**config.mk**
```make
export PLATFORM = sky130hd
export DESIGN_NAME = pa_tcipif_req_arb
export DESIGN_NICKNAME = d
export VERILOG_FILES = /design/src/rtl/pa_tcipif_req_arb.sv
export SDC_FILE = /design/constraint.sdc
export NUM_CORES = 1
export LEC_CHECK = 0
export ABC_AREA = 1
export CORE_AREA = 3 3 107 109
export CTS_BUF_LIST = sky130_fd_sc_hd__clkbuf_4 sky130_fd_sc_hd__clkbuf_8
export DETAILED_ROUTE_END_ITERATION = 8
export DIE_AREA = 0 0 110 112
export PLACE_DENSITY = 0.72
export SYNTH_ARGS = -nofsm -noshare
export SYNTH_HDL_FRONTEND = slang
export SYNTH_SLANG_ARGS = --single-unit
```
**constraint.sdc**
```tcl
create_clock -name forever_cpuclk -period 1.1 [get_ports forever_cpuclk]
set_clock_uncertainty 0.05 [all_clocks]
set_input_delay 0.165 -clock forever_cpuclk [delete_from_list [all_inputs] [get_ports forever_cpuclk]]
set_output_delay 0.165 -clock forever_cpuclk [all_outputs]
set_load 0.02 [all_outputs]
```
**src/rtl/pa_tcipif_req_arb.sv**
```systemverilog
// Two-master round-robin arbiter in front of the TCIP slave port, one outstanding transaction.
// Optional watchdog completion enabled by defining TCIPIF_ARB_TIMEOUT_EN.
module pa_tcipif_req_arb #(
    parameter int unsigned TIMEOUT_W   = 8,
    parameter int unsigned TIMEOUT_CYC = 255
) (
    input  logic        forever_cpuclk,
    input  logic        cpurst,
    input  logic [1:0]  mst_arb_req,
    input  logic [63:0] mst_arb_addr,
    input  logic [1:0]  mst_arb_write,
    input  logic [3:0]  mst_arb_size,
    input  logic [63:0] mst_arb_wdata,
    output logic [1:0]  arb_mst_grnt,
    output logic [1:0]  arb_mst_cmplt,
    output logic [1:0]  arb_mst_err,
    output logic [31:0] arb_mst_rdata,
    output logic        arb_tcipif_req,
    output logic [31:0] arb_tcipif_addr,
    output logic        arb_tcipif_write,
    output logic [1:0]  arb_tcipif_size,
    output logic [31:0] arb_tcipif_wdata,
    input  logic        tcipif_arb_grnt,
    input  logic        tcipif_arb_cmplt,
    input  logic        tcipif_arb_err,
    input  logic [31:0] tcipif_arb_rdata
);

    if (TIMEOUT_CYC < 1 || TIMEOUT_CYC >= (32'd1 << TIMEOUT_W)) begin : g_bad_cfg
        $error("pa_tcipif_req_arb: TIMEOUT_CYC out of range for TIMEOUT_W");
    end

    typedef enum logic {
        ST_IDLE = 1'b0,
        ST_BUSY = 1'b1
    } state_e;

    state_e state_q, state_d;
    logic   owner_q, owner_d;
    logic   prio_q,  prio_d;
`ifdef TCIPIF_ARB_TIMEOUT_EN
    logic [TIMEOUT_W-1:0] timer_q, timer_d;
`endif

    logic [31:0] addr_m  [2];
    logic [31:0] wdata_m [2];
    logic [1:0]  size_m  [2];
    logic        any_req;
    logic        sel;

    always_comb begin
        addr_m[0]  = mst_arb_addr[31:0];
        addr_m[1]  = mst_arb_addr[63:32];
        wdata_m[0] = mst_arb_wdata[31:0];
        wdata_m[1] = mst_arb_wdata[63:32];
        size_m[0]  = mst_arb_size[1:0];
        size_m[1]  = mst_arb_size[3:2];
    end

    // Preferred master wins; otherwise fall back to the other requester.
    always_comb begin
        any_req = |mst_arb_req;
        sel     = prio_q;
        if (!mst_arb_req[prio_q] && mst_arb_req[~prio_q]) begin
            sel = ~prio_q;
        end
    end

    always_comb begin
        state_d          = state_q;
        owner_d          = owner_q;
        prio_d           = prio_q;
`ifdef TCIPIF_ARB_TIMEOUT_EN
        timer_d          = timer_q;
`endif
        arb_mst_grnt     = '0;
        arb_mst_cmplt    = '0;
        arb_mst_err      = '0;
        arb_mst_rdata    = '0;
        arb_tcipif_req   = 1'b0;
        arb_tcipif_addr  = '0;
        arb_tcipif_write = 1'b0;
        arb_tcipif_size  = '0;
        arb_tcipif_wdata = '0;

        case (state_q)
            ST_IDLE: begin
                if (any_req) begin
                    arb_tcipif_req   = 1'b1;
                    arb_tcipif_addr  = addr_m[sel];
                    arb_tcipif_write = mst_arb_write[sel];
                    arb_tcipif_size  = size_m[sel];
                    arb_tcipif_wdata = wdata_m[sel];
                    if (tcipif_arb_grnt) begin
                        arb_mst_grnt[sel] = 1'b1;
                        state_d           = ST_BUSY;
                        owner_d           = sel;
`ifdef TCIPIF_ARB_TIMEOUT_EN
                        timer_d           = '0;
`endif
                    end
                end
            end
            ST_BUSY: begin
                arb_tcipif_wdata = wdata_m[owner_q];
                if (tcipif_arb_cmplt) begin
                    arb_mst_cmplt[owner_q] = 1'b1;
                    arb_mst_err[owner_q]   = tcipif_arb_err;
                    arb_mst_rdata          = tcipif_arb_rdata;
                    state_d                = ST_IDLE;
                    prio_d                 = ~owner_q;
                end
`ifdef TCIPIF_ARB_TIMEOUT_EN
                // Watchdog: force an error completion when the slave goes silent.
                else if (timer_q == TIMEOUT_W'(TIMEOUT_CYC)) begin
                    arb_mst_cmplt[owner_q] = 1'b1;
                    arb_mst_err[owner_q]   = 1'b1;
                    state_d                = ST_IDLE;
                    prio_d                 = ~owner_q;
                end else begin
                    timer_d = timer_q + TIMEOUT_W'(1);
                end
`endif
            end
            default: begin
                state_d = ST_IDLE;
            end
        endcase
    end

    always_ff @(posedge forever_cpuclk or posedge cpurst) begin
        if (cpurst) begin
            state_q <= ST_IDLE;
            owner_q <= 1'b0;
            prio_q  <= 1'b0;
`ifdef TCIPIF_ARB_TIMEOUT_EN
            timer_q <= '0;
`endif
        end else begin
            state_q <= state_d;
            owner_q <= owner_d;
            prio_q  <= prio_d;
`ifdef TCIPIF_ARB_TIMEOUT_EN
            timer_q <= timer_d;
`endif
        end
    end

endmodule

```
# --- After elaboration in Yosys (flattened, before gate mapping) ---
# Cells that the tools add are included.
totals:
  regBits: 3
  latch_bits: 0
  ram_bits: 0
  mem_bits_ro: 0
  out_inout_bits: 106
  word_cells: 70
  memories: 0
classes:
  addsub: 0
  mul: 0
  div: 0
  magnitude_cmp: 8
  eq_ne: 0
  n_shift: 0
  mux: 46
  bitwise: 6
  reduce_logical: 7
ops:
  columns: ["operator", "count"]
  rows:
  - ["two-way mux 32 bit", 14]
  - ["case mux 32 bit (2 select lines)", 1]
  - ["two-way mux 2 bit", 12]
  - ["two-way mux 1 bit", 16]
  - ["< comparator 1 x 2 -> 1 bit (second input constant)", 4]
  - ["greater-or-equal comparator 2 bit (second input constant)", 2]
  - ["NOT 1 -> 2 bit", 2]
  - ["logical AND 1 bit", 3]
  - ["NOT 1 bit", 3]
  - ["AND reduction 3 bit", 1]
  - ["AND 2 bit", 1]
  - ["demux 1 bit (select 1 bit)", 2]
  - ["greater-or-equal comparator 1 bit (second input constant)", 2]
  - ["case mux 1 bit (2 select lines)", 1]
  - ["AND reduction 2 bit", 1]
  - ["OR reduction 2 bit", 1]
  - ["logical NOT 1 bit", 1]

# --- Logic depth before layout (Yosys ltp) ---
# Gate-level depths: netlist (run 1).
depth:
  depth_word: 12
  depth_mapped: 7
  ltp_nobuf: 6

# --- Worst setup path before layout (run 1) ---
# OpenSTA, ideal clock, no wires.
synth_timing:
  path_kind: "register to output"
  from: "reg owner_q"
  to: "out arb_mst_err[0]"
  arrival_time_ns: 1.241
  setup_slack_ns: -0.356
  stages_incl_launch_ff: 4
  n_path_buf: 2
  cell_sequence: "dfrtp_1 -> buf_4 -> clkbuf_1 -> nor3_1"
synth_via:
  elab_chain_cells: 7
  elab_cells_between_ends: 8
  cone_classes: "2 x order compare; 4 x mux; 1 x bitwise; 1 x reduce/logical"
synth_lines:
  columns: ["item", "line_no", "rtl"]
  rows:
  - ["from (decl)", "39", "logic owner_q, owner_d;"]
  - ["from (signal assigned)", "141", "owner_q <= owner_d;"]
  - ["< comparator 1 x 2 -> 1 bit (implied by the code) or greater-or-equal comparator 1 bit (tied branches)", "108", "arb_mst_err[owner_q] = tcipif_arb_err;"]
  - ["logical AND 1 bit (implied by the code)", "108", null]
  - ["two-way mux 1 bit (implied by the code)", "108", null]
  - ["demux 1 bit (select 1 bit) *", "108", null]
  - ["AND 2 bit (no source line) *", null, null]
  - ["two-way mux 2 bit *", "106", "if (tcipif_arb_cmplt) begin"]
  - ["two-way mux 2 bit *", "86", "case (state_q)"]
  - ["to (decl)", "16", "output logic [1:0] arb_mst_err,"]
# Every way passes the cells marked *; elsewhere a longest branch is shown, timed or not.

# --- Worst setup path after layout (run 1) ---
layout_timing:
  from: "reg prio_q"
  to: "out arb_tcipif_wdata[17]"
layout_via:
  elab_chain_cells: 11
  elab_cells_between_ends: 14
  cone_classes: "10 x mux; 2 x bitwise; 2 x reduce/logical"
layout_lines:
  columns: ["item", "line_no", "rtl"]
  rows:
  - ["from (decl)", "40", "logic prio_q, prio_d;"]
  - ["from (signal assigned)", "142", "prio_q <= prio_d;"]
  - ["two-way mux 1 bit (implied by the code) (2 in a row)", "64", "if (!mst_arb_req[prio_q] && mst_arb_req[~prio_q]) begin"]
  - ["logical NOT 1 bit", "64", null]
  - ["logical AND 1 bit", "64", null]
  - ["two-way mux 1 bit *", "64", null]
  - ["NOT 1 -> 2 bit (implied by the code) *", "93", "arb_tcipif_wdata = wdata_m[sel];"]
  - ["two-way mux 32 bit (implied by the code) * (3 in a row)", "93", null]
  - ["two-way mux 32 bit *", "88", "if (any_req) begin"]
  - ["case mux 32 bit (2 select lines) *", "86", null]
  - ["to (decl)", "22", "output logic [31:0] arb_tcipif_wdata,"]
# Every way passes the cells marked *; elsewhere a longest branch is shown, timed or not. The select of a mux whose other input is x is not followed.

==> metrics, run 1 <==
status finished with violations; failing checks negative setup slack; nets 966; Post-DP HPWL 10.4 mm; Tmin final about 1700 ps; GR Util All Layers approximately 22%; worst vdd ir between 0.5 and 0.6 mV; Most used DFF post-synth dfrtp_1; Commonest cells post-synth inv_1, nor2_1, a21oi_1; Mapped Area around 0.0024 sq mm; Worst EP arrival roughly 1500 ps; Worst-Margin Slew between 200 and 300 ps; TritonCTS Buffers 3; Max Root-Sink Buffers 2; cts hold-fix bufs 0; std cell rows 38; Tcrit/Tclk final 156%; Ys Warns 0; Core ar. 0.0107 sq mm; GR Overflow Total 0; drt via density between 4 and 5; ranking of synthesized cells by area inv_1, a21oi_1, nand3_1; Routed Antenna Nets 0; Post-Synth XOR/XNOR Area 0%; Detailed Route Iter0 Violations approximately 260; Final Wtd Congestion around 0.9; Synth Area in Simple Gates approximately 37%; critical path capture point type output pin; Slew headroom between 80 and 90%; Pwr per Cell Area about 1100 mW/mm^2; Adder-Cell Fraction of Synth Area 0%; WHS between 80 and 90 ps; share of the synthesized area in the top cell type between 10% and 20%; ys async rst share 100%; worst setup margin -613 ps; startpoint types register; first-pass GRT wire length around 22 mm; final setup fails around 110; critical path fanouts, max 7; # IOs roughly 280; Chip Width between 100 and 150 microns; share of post-route cells with drive strength above 1 between 40% and 50%; initial core utilization between 20 and 25%; worst hold-check path type in2async; initial antenna violation count 1; Synth Instances slightly below 500; Fin Setup TNS -56,380 ps; critical path class reg2out; compound-gate portion of the synthesized area 32.0%; most common cell in the netlist inv_1; mux cell area share after synthesis 0%; Root Driver clkbuf_8; Synth Register Bits 3; largest family of logic cells by synthesized area simple AND/OR/NAND/NOR gates; DRT Pass-1 Iters 4; Layout area overhead 180%; sequential share of the synthesized area about 3.1%; largest net degree at the start of global routing 38; Synth area leader inv_1; CTS clk-pin slew, worst paths around 30 ps; EDFF count, synth 0; clk_lat worst skew ~220 ps; RSZ-0062 raised after global routing true; DR DRC count 0; Max Clock Freq just under 0.6 GHz; Max-Cap Viols 0; # H-tree levels 1; vias in the first global route between 4,000 and 5,000; Leakage roughly 0.0032 uW; TritonCTS clock tree done; via count 4,394; max-slew violations 0; CTS sink count 3; die footprint between 0.01 and 0.015 sq mm; die span in y about 110 microns; drt total wl around 15 mm; filler cell count between 800 and 900; Hold Vio Cnt, Final 0; Yosys cell types 20; IO Port Bufs between 200 and 300; syn_nets 667; Mean Syn Cell Area 4.95 sq um; CP required 880 ps; WL per Instance between 15 and 20 microns
==> metal layers <==
layer	vias to the layer above	GRT usage (%)	share of wire [%]
li1	2157	-	-
met1	2013	24.7	37
met2	194	39.8	52
met3	30	5.45	8.1
met4	0	8.15	3.1
met5	-	0	0
==> flip-flops by register name, summed over array words and instances, names as in the netlist <==
signal   flops
owner_q      1
prio_q       1
state_q      1
==> where the power goes <==
group          total [uW]  switching [uW]  internal (uW)  leakage, uW
clock                 348            76.2            272    0.0000262
combinational        7170            3640           3540      0.00319
sequential            199            53.9            145    0.0000339
total                7720            3770           3950      0.00325
==> path summary, 6_finish.rpt <==
check                        cells past startpoint                   end  slack (ps)          startpoint
min reg2reg                                      4    prio_q$_DFFE_PP0P_         710  prio_q$_DFFE_PP0P_
min                                              2     state_q$_DFF_PP0_          80              cpurst
max                                              9  arb_tcipif_wdata[17]        -610  prio_q$_DFFE_PP0P_
max reg2reg                                      8    prio_q$_DFFE_PP0P_        -320   state_q$_DFF_PP0_
min in group forever_cpuclk                      2     state_q$_DFF_PP0_         380    tcipif_arb_cmplt
max in group asynchronous                        2   owner_q$_DFFE_PP0P_         770              cpurst
==> area by class of cell <==
cell class,count,area (sq um),area share [%]
diodes,1,2.50,0.0366
well taps,140,175,2.56
inverters,103,390,5.71
clock buffers,4,48.8,0.714
multi-input cells,348,2480,36.3
flip-flops and latches,3,76.3,1.12
repair buffers,334,3660,53.6
==> timing repair <==
item	in CTS	in global routing
resized for setup	603	163
cloned	8	1
setup endpoints to repair	109	109
pin swaps	4	16
setup buffers	13	9
==> logic make-up (layout without fill, tap and decap cells) <==
group	count (synthesis)	after routing
AND/OR/NAND/NOR	210	210
other	0	1
buffers and inverters	143	441
flip-flops	3	3
AO/OA/AOI/OAI	138	138
==> worst max-delay path, stage by stage, from the launching register on <==
cell	delay, ps
dfrtp_1	390
inv_2	90
nand2_4	100
nand2_8	140
buf_12	130
buf_12	120
nand2_2	50
nand3_2	60
nand2_2	60
buf_6	130
==> cells in the final DEF, fill, tap and decap left out, types with 24 or more instances in the layout <==
cell,instances
buf_6,96
nand2_2,39
clkdlybuf4s50_1,169
nand2_1,24
inv_1,98
nor2_4,36
nor2_2,35
nand3_1,43
a21oi_1,55
buf_4,33
==> per-stage QoR <==
stage	power, uW	util (%)	instances	worst slack [ps]	area, sq um
final	7720	63.9	933	-613	6830
after global routing	8210	63.9	933	-676	6830
after CTS	7080	58.6	928	-708	6270
after detailed placement	6090	53.6	903	-1160	5730
after global placement	6010	53.6	903	-1140	5730
after floorplan	3540	-	494	-232	2720
Note: power is estimated with default switching activity, not from simulation.
==> inputs of run 2 (changes only) <==
- PLACE_DENSITY: 0.72 -> 0.83
==> metrics, run 2 (same netlist as run 1, synthesis figures left out) <==
# H-tree levels 1 (unchanged); Worst-Margin Slew 421 ps (was 258 ps); die footprint 0.0123 sq mm (unchanged); critical path fanouts, max 6 (was 7); drt total wl 16.1 mm (was 15.1 mm); max-slew violations 0 (unchanged); Leakage 0.00328 uW (was 0.00325 uW); placed cell area 0.00567 sq mm (was 0.00573 sq mm); Max-Cap Viols 0 (unchanged); via count 4,506 (was 4,394); RSZ-0062 raised after global routing true (unchanged); startpoint types register (unchanged); initial antenna violation count 0 (was 1); Chip Width 110 microns (unchanged); status finished with violations (unchanged); largest net degree at the start of global routing 36 (was 38); CTS clk-pin slew, worst paths 30 ps (about the same); TritonCTS clock tree done (unchanged); clk_lat worst skew 220 ps (about the same); share of post-route cells with drive strength above 1 44.6% (was 43.1%); std cell rows 38 (unchanged); initial core utilization 22.8% (unchanged); TritonCTS Buffers 3 (unchanged); Post-DP HPWL 10.0 mm (was 10.4 mm); GR Util All Layers 20.5% (was 22.2%); Final Wtd Congestion 0.857 (was 0.881); depth of the worst register-to-register path 7 (was 8); Core ar. 0.0107 sq mm (unchanged); Root Driver clkbuf_8 (unchanged); R2R Setup Slk -200 ps (was -320 ps); die span in y 112 microns (unchanged); CTS sink count 3 (unchanged); Max Root-Sink Buffers 2 (unchanged); Tcrit/Tclk final 155% (was 156%); cts hold-fix bufs 0 (unchanged); GR Overflow Total 0 (unchanged); most frequent cells in the layout clkdlybuf4s50_1, inv_1, buf_6 (unchanged); worst hold-check path type in2async (unchanged); worst setup margin -605 ps (was -613 ps); Antenna diodes 0 (was 1); Detailed Route Iter0 Violations 243 (was 263); Hold Vio Cnt, Final 0 (unchanged); final setup fails 109 (unchanged); Pwr per Cell Area 1140 mW/mm^2 (was 1130 mW/mm^2); Tmin final 1700 ps (was 1710 ps); critical path capture point type output pin (unchanged); CP required 880 ps (about the same); vias in the first global route 4,097 (was 4,379); first-pass GRT wire length 20.6 mm (was 21.8 mm); critical path class reg2out (unchanged); failing checks negative setup slack (unchanged); Worst EP arrival 1490 ps (was 1500 ps); Routed Antenna Nets 0 (unchanged); commonest non-fill, non-tap cell in the layout clkdlybuf4s50_1 (unchanged); Layout area overhead 189% (was 180%); biggest regs owner_q: 1 flops, prio_q: 1 flops, state_q: 1 flops (unchanged); worst vdd ir 0.861 mV (was 0.588 mV); Max Clock Freq 0.587 GHz (was 0.584 GHz); DR DRC count 0 (unchanged); R2R Path Start state_q$_DFF_PP0_ (unchanged); nets 966 (unchanged); Critical R2R Capture owner_q$_DFFE_PP0P_ (was prio_q$_DFFE_PP0P_); IO Port Bufs 278 (unchanged); DRT Pass-1 Iters 5 (was 4); WL per Instance 17.3 microns (was 16.2 microns); filler cell count 857 (was 883); Fin Setup TNS -54,830 ps (was -56,380 ps); # IOs 279 (unchanged); design area 0.00707 sq mm (was 0.00683 sq mm); drt via density 4.83 (was 4.71); Slew headroom 71.9% (was 82.8%)
[run 2: changes by cell type in the layout (fill, tap and decap cells not counted), sizes merged]
cell      change
nand2         +1
clkbuf        +7
diode         -1
inv           +1
buf           -6
clkinvlp      -1
bufbuf        -2
[run 2: worst max-delay path, cell delays in order (launching register included)]
cell     delay (ps)
dfrtp_1         390
buf_6           140
nor2_4          200
buf_6           170
buf_12          130
nand3_2          60
nand2_2          70
buf_6           110
[run 2: report_power, final]
part	switching [uW]	total, uW	internal [uW]
Combinational	3900	7530	3630
Sequential	54.2	199	145
Clock	74.5	346	272
[run 2: area by class of cell]
class                           instances  area [sq um]  area share (%)
Clock buffer                            4          48.8           0.691
Inverter                              103           387            5.47
Multi-Input combinational cell        349          2700            38.1
Sequential cell                         3          76.3            1.08
Tap cell                              140           175            2.48
Timing Repair Buffer                  333          3680            52.1
[run 2: repair_timing]
action	in CTS	in global routing
endpoints found under the setup margin	109	109
gates resized for setup	540	236
buffers inserted	10	9
pin swaps	16	12
gates cloned	3	13
[run 2: metrics by stage]
stage	setup WS (ps)	util (%)	hold slack [ps]	instances	power [uW]
5_1_grt	-684	66.1	98.4	932	8550
2_1_floorplan	-232	-	-131	494	3540
6_report	-605	66.1	98.1	932	8080
3_3_place_gp	-1140	53.0	292	898	5980
3_5_place_dp	-1170	53.0	297	898	6030
4_1_cts	-641	54.0	70.0	914	6710
[run 2: worst max path at each step]
stage                       startpoint                   end  cells past startpoint
global placement        mst_arb_req[1]  arb_tcipif_wdata[22]                      9
CTS                 prio_q$_DFFE_PP0P_  arb_tcipif_wdata[18]                      9
floorplan            state_q$_DFF_PP0_   arb_tcipif_addr[10]                      5
detailed placement      mst_arb_req[1]  arb_tcipif_wdata[29]                      9
global route         state_q$_DFF_PP0_  arb_tcipif_wdata[24]                      7
finish               state_q$_DFF_PP0_  arb_tcipif_wdata[24]                      7
[run 2: routing by layer]
layer	vias up	track usage, %	wire (microns)
met2	196	37.5	8770
met5	-	0	0
met3	26	3.48	1140
li1	2160	-	-
met1	2124	24.9	5950
met4	0	3.16	286
